**config.mk**
```make
export PLATFORM = sky130hd
export DESIGN_NAME = regfile_wr_arb_flat
export DESIGN_NICKNAME = d
export VERILOG_FILES = /design/src/rtl/regfile_wr_arb_pkg.sv /design/src/rtl/regfile_wr_arb_if.sv /design/src/rtl/regfile_wr_arb_hold_buf.sv /design/src/rtl/regfile_wr_arb.sv /design/src/flat_wrapper.sv
export SDC_FILE = /design/constraint.sdc
export NUM_CORES = 1
export LEC_CHECK = 0
export CAP_MARGIN = 20
export CORE_ASPECT_RATIO = 1.2
export CORE_MARGIN = 2
export CORE_UTILIZATION = 35
export DETAILED_ROUTE_END_ITERATION = 8
export PLACE_DENSITY_LB_ADDON = 0.1
export SYNTH_ARGS = -nofsm -noshare
export SYNTH_HDL_FRONTEND = slang
export SYNTH_SLANG_ARGS = --single-unit
export TNS_END_PERCENT = 30
```
**constraint.sdc**
```tcl
create_clock -name clk -period 2 [get_ports clk]
set_input_delay 0.4 -clock clk [delete_from_list [all_inputs] [get_ports clk]]
set_output_delay 0.4 -clock clk [all_outputs]
set_load 0.02 [all_outputs]
```
**src/rtl/regfile_wr_arb_pkg.sv**
```systemverilog
// Shared constants and FSM encoding for the regfile write-port arbiter.
package regfile_wr_arb_pkg;

  localparam int REG_ADDR_W = 5;
  localparam int REG_DATA_W = 32;
  localparam int ZERO_REG   = 0;
  localparam logic WRITE_ENABLE = 1'b1;

  typedef enum logic [1:0] {
    ARB_EMPTY = 2'd0,
    ARB_HOLD  = 2'd1,
    ARB_FORCE = 2'd2
  } arb_state_e;

endpackage

```
**src/rtl/regfile_wr_arb_if.sv**
```systemverilog
// WB/LU request side and regfile write side of the arbiter, bundled.
interface regfile_wr_arb_if #(
  parameter int ADDR_W = regfile_wr_arb_pkg::REG_ADDR_W,
  parameter int DATA_W = regfile_wr_arb_pkg::REG_DATA_W
);
  logic              wb_wen_i;
  logic [ADDR_W-1:0] wb_waddr_i;
  logic [DATA_W-1:0] wb_wdata_i;
  logic              lu_valid_i;
  logic              lu_ready_o;
  logic [ADDR_W-1:0] lu_waddr_i;
  logic [DATA_W-1:0] lu_wdata_i;
  logic              wen_o;
  logic [ADDR_W-1:0] wr_addr_o;
  logic [DATA_W-1:0] wr_data_o;
  logic              stall_req_o;
  logic              buf_valid_o;
  logic [ADDR_W-1:0] buf_addr_o;
  logic [DATA_W-1:0] buf_data_o;

  modport master (
    output wb_wen_i, wb_waddr_i, wb_wdata_i, lu_valid_i, lu_waddr_i, lu_wdata_i,
    input  lu_ready_o, wen_o, wr_addr_o, wr_data_o, stall_req_o,
    input  buf_valid_o, buf_addr_o, buf_data_o
  );

  modport slave (
    input  wb_wen_i, wb_waddr_i, wb_wdata_i, lu_valid_i, lu_waddr_i, lu_wdata_i,
    output lu_ready_o, wen_o, wr_addr_o, wr_data_o, stall_req_o,
    output buf_valid_o, buf_addr_o, buf_data_o
  );
endinterface

```
**src/rtl/regfile_wr_arb_hold_buf.sv**
```systemverilog
// One-entry parking slot for an LU result that lost the write port.
module regfile_wr_arb_hold_buf #(
  parameter int ADDR_W = 5,
  parameter int DATA_W = 32
) (
  input  logic              clk,
  input  logic              srst,
  input  logic              load,
  input  logic              drain,
  input  logic              cancel,
  input  logic [ADDR_W-1:0] load_addr,
  input  logic [DATA_W-1:0] load_data,
  output logic              valid,
  output logic [ADDR_W-1:0] addr,
  output logic [DATA_W-1:0] data
);

  logic              valid_reg;
  logic [ADDR_W-1:0] addr_reg;
  logic [DATA_W-1:0] data_reg;

  always_ff @(posedge clk) begin
    if (srst) begin
      valid_reg <= 1'b0;
    end else if (load) begin
      valid_reg <= 1'b1;
    end else if (drain || cancel) begin
      valid_reg <= 1'b0;
    end
  end

  // Payload needs no reset: it is only observed while valid_reg is set.
  always_ff @(posedge clk) begin
    if (load) begin
      addr_reg <= load_addr;
      data_reg <= load_data;
    end
  end

  assign valid = valid_reg;
  assign addr  = addr_reg;
  assign data  = data_reg;

endmodule

```
**src/rtl/regfile_wr_arb.sv**
```systemverilog
// Regfile write-port arbiter: WB has priority, losing LU results are parked
// in a hold buffer, and prolonged starvation requests a pipeline stall.
module regfile_wr_arb
  import regfile_wr_arb_pkg::*;
#(
  parameter int STARVE_MAX = 4,
  parameter int ADDR_W     = REG_ADDR_W,
  parameter int DATA_W     = REG_DATA_W
) (
  input logic             clk,
  input logic             rstn,
  regfile_wr_arb_if.slave bus
);

  localparam int CNT_W = $clog2(STARVE_MAX + 1);
  localparam logic [ADDR_W-1:0] ZERO_ADDR = ADDR_W'(ZERO_REG);

  arb_state_e        state_reg, state_next;
  logic [CNT_W-1:0]  starve_cnt_reg, starve_cnt_next;
  logic              buf_valid;
  logic [ADDR_W-1:0] buf_addr;
  logic [DATA_W-1:0] buf_data;
  logic              lu_ready, lu_accept, lu_waw;
  logic              buf_load, buf_drain, buf_cancel;
  logic              wen;
  logic [ADDR_W-1:0] wr_addr;
  logic [DATA_W-1:0] wr_data;

  assign lu_ready  = !rstn && !buf_valid;
  assign lu_accept = bus.lu_valid_i && lu_ready;
  assign lu_waw    = bus.wb_wen_i && (bus.wb_waddr_i == bus.lu_waddr_i);
  // x0 results are accepted but never parked; a WAW-hit result is superseded by WB.
  assign buf_load   = lu_accept && bus.wb_wen_i && (bus.lu_waddr_i != ZERO_ADDR) && !lu_waw;
  assign buf_drain  = buf_valid && !bus.wb_wen_i;
  assign buf_cancel = buf_valid && bus.wb_wen_i && (bus.wb_waddr_i == buf_addr);

  regfile_wr_arb_hold_buf #(
    .ADDR_W (ADDR_W),
    .DATA_W (DATA_W)
  ) u_hold_buf (
    .clk       (clk),
    .srst      (rstn),
    .load      (buf_load),
    .drain     (buf_drain),
    .cancel    (buf_cancel),
    .load_addr (bus.lu_waddr_i),
    .load_data (bus.lu_wdata_i),
    .valid     (buf_valid),
    .addr      (buf_addr),
    .data      (buf_data)
  );

  always_ff @(posedge clk) begin
    if (rstn) begin
      state_reg      <= ARB_EMPTY;
      starve_cnt_reg <= '0;
    end else begin
      state_reg      <= state_next;
      starve_cnt_reg <= starve_cnt_next;
    end
  end

  always_comb begin
    state_next = state_reg;
    case (state_reg)
      ARB_EMPTY: if (buf_load) state_next = ARB_HOLD;
      ARB_HOLD: begin
        if (buf_drain || buf_cancel) begin
          state_next = ARB_EMPTY;
        end else if (bus.wb_wen_i && (starve_cnt_reg == CNT_W'(STARVE_MAX - 1))) begin
          state_next = ARB_FORCE;
        end
      end
      ARB_FORCE: if (buf_drain || buf_cancel) state_next = ARB_EMPTY;
      default:   state_next = ARB_EMPTY;
    endcase
  end

  always_comb begin
    starve_cnt_next = starve_cnt_reg;
    if (state_next != ARB_HOLD) begin
      starve_cnt_next = '0;
    end else if (state_reg == ARB_HOLD && bus.wb_wen_i &&
                 starve_cnt_reg != CNT_W'(STARVE_MAX)) begin
      starve_cnt_next = starve_cnt_reg + 1'b1;
    end
  end

  // Port mux: WB, then buffer, then LU pass-through; x0 never reaches the port.
  always_comb begin
    wen     = 1'b0;
    wr_addr = bus.wb_waddr_i;
    wr_data = bus.wb_wdata_i;
    if (!rstn) begin
      if (bus.wb_wen_i) begin
        wen = (bus.wb_waddr_i != ZERO_ADDR);
      end else if (buf_valid) begin
        wen     = WRITE_ENABLE;
        wr_addr = buf_addr;
        wr_data = buf_data;
      end else if (bus.lu_valid_i) begin
        wen     = (bus.lu_waddr_i != ZERO_ADDR);
        wr_addr = bus.lu_waddr_i;
        wr_data = bus.lu_wdata_i;
      end
    end
  end

  assign bus.lu_ready_o  = lu_ready;
  assign bus.wen_o       = wen;
  assign bus.wr_addr_o   = wr_addr;
  assign bus.wr_data_o   = wr_data;
  assign bus.stall_req_o = (state_reg == ARB_FORCE);
  assign bus.buf_valid_o = buf_valid;
  assign bus.buf_addr_o  = buf_addr;
  assign bus.buf_data_o  = buf_data;

endmodule

```
**src/flat_wrapper.sv**
```systemverilog
// flat-port wrapper written by rule: the top's interface ports become plain ports
module regfile_wr_arb_flat import regfile_wr_arb_pkg::*;
#(
  parameter int STARVE_MAX = 4,
  parameter int ADDR_W     = REG_ADDR_W,
  parameter int DATA_W     = REG_DATA_W
)
  (clk, rstn, bus_wb_wen_i, bus_wb_waddr_i, bus_wb_wdata_i, bus_lu_valid_i, bus_lu_waddr_i, bus_lu_wdata_i, bus_lu_ready_o, bus_wen_o, bus_wr_addr_o, bus_wr_data_o, bus_stall_req_o, bus_buf_valid_o, bus_buf_addr_o, bus_buf_data_o);
  regfile_wr_arb_if #(.ADDR_W(ADDR_W), .DATA_W(DATA_W)) bus_i ();
  input logic clk;
  input logic rstn;
  input wire logic [$bits(bus_i.wb_wen_i)-1:0] bus_wb_wen_i;
  input wire logic [$bits(bus_i.wb_waddr_i)-1:0] bus_wb_waddr_i;
  input wire logic [$bits(bus_i.wb_wdata_i)-1:0] bus_wb_wdata_i;
  input wire logic [$bits(bus_i.lu_valid_i)-1:0] bus_lu_valid_i;
  input wire logic [$bits(bus_i.lu_waddr_i)-1:0] bus_lu_waddr_i;
  input wire logic [$bits(bus_i.lu_wdata_i)-1:0] bus_lu_wdata_i;
  output wire logic [$bits(bus_i.lu_ready_o)-1:0] bus_lu_ready_o;
  output wire logic [$bits(bus_i.wen_o)-1:0] bus_wen_o;
  output wire logic [$bits(bus_i.wr_addr_o)-1:0] bus_wr_addr_o;
  output wire logic [$bits(bus_i.wr_data_o)-1:0] bus_wr_data_o;
  output wire logic [$bits(bus_i.stall_req_o)-1:0] bus_stall_req_o;
  output wire logic [$bits(bus_i.buf_valid_o)-1:0] bus_buf_valid_o;
  output wire logic [$bits(bus_i.buf_addr_o)-1:0] bus_buf_addr_o;
  output wire logic [$bits(bus_i.buf_data_o)-1:0] bus_buf_data_o;
  assign bus_i.wb_wen_i = bus_wb_wen_i;
  assign bus_i.wb_waddr_i = bus_wb_waddr_i;
  assign bus_i.wb_wdata_i = bus_wb_wdata_i;
  assign bus_i.lu_valid_i = bus_lu_valid_i;
  assign bus_i.lu_waddr_i = bus_lu_waddr_i;
  assign bus_i.lu_wdata_i = bus_lu_wdata_i;
  assign bus_lu_ready_o = bus_i.lu_ready_o;
  assign bus_wen_o = bus_i.wen_o;
  assign bus_wr_addr_o = bus_i.wr_addr_o;
  assign bus_wr_data_o = bus_i.wr_data_o;
  assign bus_stall_req_o = bus_i.stall_req_o;
  assign bus_buf_valid_o = bus_i.buf_valid_o;
  assign bus_buf_addr_o = bus_i.buf_addr_o;
  assign bus_buf_data_o = bus_i.buf_data_o;
  regfile_wr_arb #(.STARVE_MAX(STARVE_MAX), .ADDR_W(ADDR_W), .DATA_W(DATA_W)) u_core (.clk(clk), .rstn(rstn), .bus(bus_i));
endmodule
```
**Yosys cells after proc, flatten, opt, wreduce, memory -nomap -nowiden**

Cells that the tools add are included.

- Reduce and logical (&&, ||, !) cells: 22
- Add/subtract/negate cells: 1
- Equal/unequal tests: 7
- Muxes and demuxes: 19

Operators with widths:

| kind | number |
|---|---|
| $mux 32 | 4 |
| $mux 5 | 4 |
| $logic_and 1x1->1 | 12 |
| $eq 5x5->1 | 2 |
| $reduce_bool 5->1 | 2 |
| $mux 2 | 4 |
| $mux 1 | 6 |
| $pmux 2 s3 | 1 |
| $logic_not 1->1 | 4 |
| $add 3x1->3 const B | 1 |
| $eq 3x2->1 const B | 1 |
| $ne 3x3->1 const B | 1 |
| $eq 2x1->1 const B | 1 |
| $eq 2x2->1 const B | 1 |
| $logic_not 2->1 | 1 |
| $ne 2x1->1 const B | 1 |
| $reduce_bool 2->1 | 1 |
| $reduce_or 2->1 | 1 |
| $logic_or 1x1->1 | 1 |

- Output and inout bits: 78
- Logic and storage cells: 54
- Register bits: 43
- Input port bits: 78

**Depth between registers and ports, before layout**

- Depth after elaboration: 10
- Mapped depth: 6
- Mapped depth without buffers: 6

**Cells and area by module**

From an unflattened synthesis, not the netlist that was laid out.

- Cell total of the unflattened synthesis: 276
- Area, all modules: 2681.3 sq um

Modules (own cells, without submodules):

| module | cells each | seq. area each (sq um) | area each (sq um) | times used |
|---|---|---|---|---|
| regfile_wr_arb | 235 | 100.1 | 1532.7 | 1 |
| regfile_wr_arb_hold_buf | 41 | 1131.1 | 1148.6 | 1 |

**Worst setup path before layout**

Ideal clock, no wire load.

- Kind: register to register
- Start point: register u_core.u_hold_buf.valid_reg (netlist: u_core.u_hold_buf.valid)
- End point: register u_core.u_hold_buf.addr_reg[0] (netlist: u_core.u_hold_buf.addr[0]) (enable)
- Arrival time: 1.742 ns
- Period minus slack after synthesis: 2.134 ns
- Setup time: 0.391 ns
- Stages on the path, launching flop included: 4
- Path slack: -0.134 ns
- Path buffers: 0
- Data required time: 1.609 ns
- Cells stage by stage: dfxtp_1 nor2_1 o2111ai_1 inv_1

- Cells in the longest elaborated chain, start to end: 6

RTL lines:

| element | line | RTL |
|---|---|---|
| from (decl) | regfile_wr_arb_hold_buf.sv:18 | `logic valid_reg;` |
| from (signal assigned) | regfile_wr_arb_hold_buf.sv:24 | `valid_reg <= 1'b0;` |
| from (signal assigned) | regfile_wr_arb_hold_buf.sv:26 | `valid_reg <= 1'b1;` |
| from (signal assigned) | regfile_wr_arb_hold_buf.sv:28 | `valid_reg <= 1'b0;` |
| $logic_not 1->1 | regfile_wr_arb.sv:29 | `assign lu_ready = !rstn && !buf_valid;` |
| $logic_and 1x1->1 | regfile_wr_arb.sv:29 |  |
| named net bus_lu_ready_o | flat_wrapper.sv:18 | `output wire logic [$bits(bus_i.lu_ready_o)-1:0] bus_lu_ready_o;` |
| $logic_and 1x1->1 | regfile_wr_arb.sv:30 | `assign lu_accept = bus.lu_valid_i && lu_ready;` |
| $logic_and 1x1->1 (3 in series) | regfile_wr_arb.sv:33 | `assign buf_load = lu_accept && bus.wb_wen_i && (bus.lu_waddr_i != ZERO_ADDR) && !lu_waw;` |
| named net u_core.buf_load | regfile_wr_arb.sv:24 | `logic buf_load, buf_drain, buf_cancel;` |
| to (signal assigned) | regfile_wr_arb_hold_buf.sv:35 | `addr_reg <= load_addr;` |
| to (decl) | regfile_wr_arb_hold_buf.sv:19 | `logic [ADDR_W-1:0] addr_reg;` |

The timed path passes the listed nets, and every way through them passes these cells.
A chain may end at the register's enable or synchronous reset.

**Worst setup path in the final report**

- Start point: input port rstn
- End point: output port bus_wr_addr_o[1]

- Cells in the longest elaborated chain, start to end: 1

RTL lines:

| element | line | RTL |
|---|---|---|
| from (decl) | flat_wrapper.sv:11 | `input logic rstn;` |
| $mux 5 | regfile_wr_arb.sv:94 | `if (!rstn) begin` |
| to (decl) | flat_wrapper.sv:20 | `output wire logic [$bits(bus_i.wr_addr_o)-1:0] bus_wr_addr_o;` |

No other way between the ends.

==> impl_metrics.py <==
metrics = {
    "setup_path": {
        "worstReg2RegStart": "u_core.starve_cnt_reg[1]",
        "r2r-end": "u_core.starve_cnt_reg[2]",
        "required_ns": 1.60,
        "ff2ff_setup_slack_ns": 0.17,
        "start_kind": "primary input",
        "cp-endpoint": "bus_wr_addr_o[1]",
        "arrival_ns": 1.54,
        "reg2reg_depth": 7,
        "crit_type": "in2out",
        "crit_path_end_kind": "output pin",
        "critPathMaxFanout": 5,
        "startpoint": "rstn",
    },
    "clock_tree": {
        "cts_buffers": 5,
        "htreeDepth": 2,
        "clk_pin_slew_worst_paths_ns": 0.08,
        "clock_path_buffers": 2,
        "cts_tree": "built",
        "worstSkewPairLatency_ns": 0.30,
        "clockRootBuffer": "clkbuf_8",
        "clock-sinks": 43,
    },
    "pwr": {
        "p_leak_nw": 1.853,
        "p_per_area_nw_per_um2": 576.8,
        "power_mw": 2.794,
        "irDropWorstVdd_mv": 0.3677,
    },
    "placed_design": {
        "place_congestion": 0.8456,
        "placed_cell_area_um2": 4589,
        "dp_hpwl_um": 6519,
        "port_buffers": 155,
    },
    "timing": {
        "grt_setup_unrepaired": "yes",
        "tightest_slew_ns": 0.2780,
        "relSlewSlack_pct": 81.47,
        "fin_crit_sh_pct": 97.07,
        "fmax_ghz": 0.5151,
        "slew_viol_final": 0,
        "finalClockSkew_ns": 0.009253,
        "fin_crit_ns": 1.941,
        "final-hold-violation-count": 0,
        "setup_violations": 0,
    },
    "cells_and_area": {
        "fillers": 668,
        "final_area_um2": 4845,
        "final_util_pct": 63.95,
        "drive_gt1_share_pct": 24.94,
        "fin_nets": 533,
        "area_growth_pct": 78.76,
        "largest_register_ffs": 32,
        "n_antenna_cell": 0,
    },
    "yosys": {
        "yosys_warnings": 0,
        "synth_common_cells": "nand2_1, o21ai_1, a22oi_1, a2bb2oi_1, edfxtp_1",
        "syn_inst": 275,
        "syn_area_per_cell_um2": 9.855,
        "synth_most_common_cell": "nand2_1",
        "synth_seq_cells": 43,
        "synth_top_area_share_pct": 41.00,
        "synthFlopType": "edfxtp_1",
        "ys_types": 41,
        "synth_top_area_cell": "edfxtp_1",
        "synthArstFlopShare_pct": 0,
        "synth.area.top_cells": "edfxtp_1, a2bb2oi_1, a22oi_1, o21ai_1, nand2_1",
        "ys_seq_area_share_pct": 45.43,
        "syn-num-nets": 356,
        "synth-edff-count": 37,
        "synth_area_um2": 2710,
    },
    "die": {
        "die_w_um": 84.33,
        "die_area_um2": 8466,
        "initial_core_util_pct": 35.77,
        "ios": 156,
        "row_count": 35,
        "dieHeight_um": 100.4,
        "core-area_um2": 7576,
    },
    "route": {
        "wl_um": 10090,
        "viasPerCell": 5.556,
        "via_count": 3028,
        "drc": 0,
        "ant_nets": 0,
        "dr.pass1.iters": 4,
        "wl_per_cell_um": 18.51,
        "drt_iter0_drc": 102,
    },
    "status": {
        "outcome": "finished, final reports clean",
    },
    "grt": {
        "grt_usage_pct": 22.86,
        "antenna_found_initial": 0,
        "grt_max_degree": 43,
        "grt_pass1_wl_um": 15460,
        "gr-total-overflow": 0,
        "grt_pass1_vias": 2996,
    },
    "hold_path": {
        "worstHoldPathType": "in2reg",
    },
    "run": {
        "cap_violations": 0,
    },
}
-- cells by family after synthesis --
family / synth area share [%]
mux: 0.3694
compound gates: 34.21
fa+ha+maj: 1.385
simple gates: 9.373
xor+xnor: 3.555
buf+inv: 5.679
flops: 45.43
-- stage by stage --
step                      std cells  setup slack [ns]  hold slack [ns]  setup TNS, ns
after floorplan                 275          -0.05735           0.4704         -1.868
after global placement          528           -0.8195           0.4775         -38.46
after detailed placement        528           -0.8496           0.4918         -39.59
after CTS                       544          -0.08288           0.4041       -0.08288
after global routing            545         -0.005771           0.4025       -0.02133
final                           545           0.05866           0.3879              0
-- critical path, stage by stage --
cell and delay (ns):
buf_6 0.09, or2_4 0.29, nor2_4 0.15, buf_6 0.16, buf_16 0.13, a22oi_2 0.05
o21ai_1 0.09, buf_4 0.16
-- worst min path at each step --
| stage | from | cells after the start | to | slack [ns] |
|---|---|---|---|---|
| CTS | rstn | 3 | u_core.state_reg[1] | 0.40 |
| detailed placement | u_core.starve_cnt_reg[2] | 2 | u_core.starve_cnt_reg[2] | 0.49 |
| global route | rstn | 3 | u_core.state_reg[1] | 0.40 |
| finish | rstn | 3 | u_core.state_reg[1] | 0.39 |
| floorplan | u_core.starve_cnt_reg[2] | 2 | u_core.starve_cnt_reg[2] | 0.47 |
| global placement | u_core.starve_cnt_reg[2] | 2 | u_core.starve_cnt_reg[2] | 0.48 |
-- final cells by class --
cell class | instances | area (µm²) | area share, %
tap | 92 | 115.1 | 2.376
clock inverter | 2 | 60.06 | 1.240
clock buffer | 6 | 72.57 | 1.498
multi-input combinational | 198 | 1410 | 29.11
timing repair buffer | 194 | 1911 | 39.44
sequential | 43 | 1235 | 25.49
inverter | 10 | 41.29 | 0.8523
-- power by group --
part	internal, mW	leakage (nW)	total [mW]	switching, mW
Clock	0.499	0.0654	0.814	0.314
Combinational	0.486	1.40	0.944	0.458
Sequential	1.01	0.388	1.04	0.0246
Total	2.00	1.85	2.79	0.797
-- metal layers --
metal / share of wire [%] / track usage, %
met1: 41 / 28.33
met2: 52 / 41.45
met3: 6.1 / 4.194
met4: 1.3 / 5.128
met5: 0 / 0
-- what timing repair did --
item                       in CTS  in global routing
setup endpoints to repair      40                 24
pin swaps                       4                  5
setup buffers                   4                  0
resized for setup             212                 15
gates cloned                    4                  1
hold buffers                    0                  0
-- placed cells by master (no fill, tap or decap), types with 2 or more instances in the layout --
master and instances:
a21oi_1 3, nand2_1 40, a22oi_2 11, nor2_1 2, o21ai_2 3, nor2b_1 2
ha_1 3, inv_1 7, clkdlybuf4s50_1 105, edfxtp_1 37, xnor2_1 11, a22oi_1 26
a2bb2oi_1 37, buf_4 51, buf_16 3, dfxtp_1 5, buf_12 7, o21ai_1 36
dlymetal6s2s_1 3, nand3_1 2, buf_2 11, dlygate4sd2_1 7, a211oi_1 2, inv_2 2
buf_6 4, buf_8 2, clkbuf_8 5, a31oi_1 2, bufinv_16 2
(Power assumes the default switching activity.)
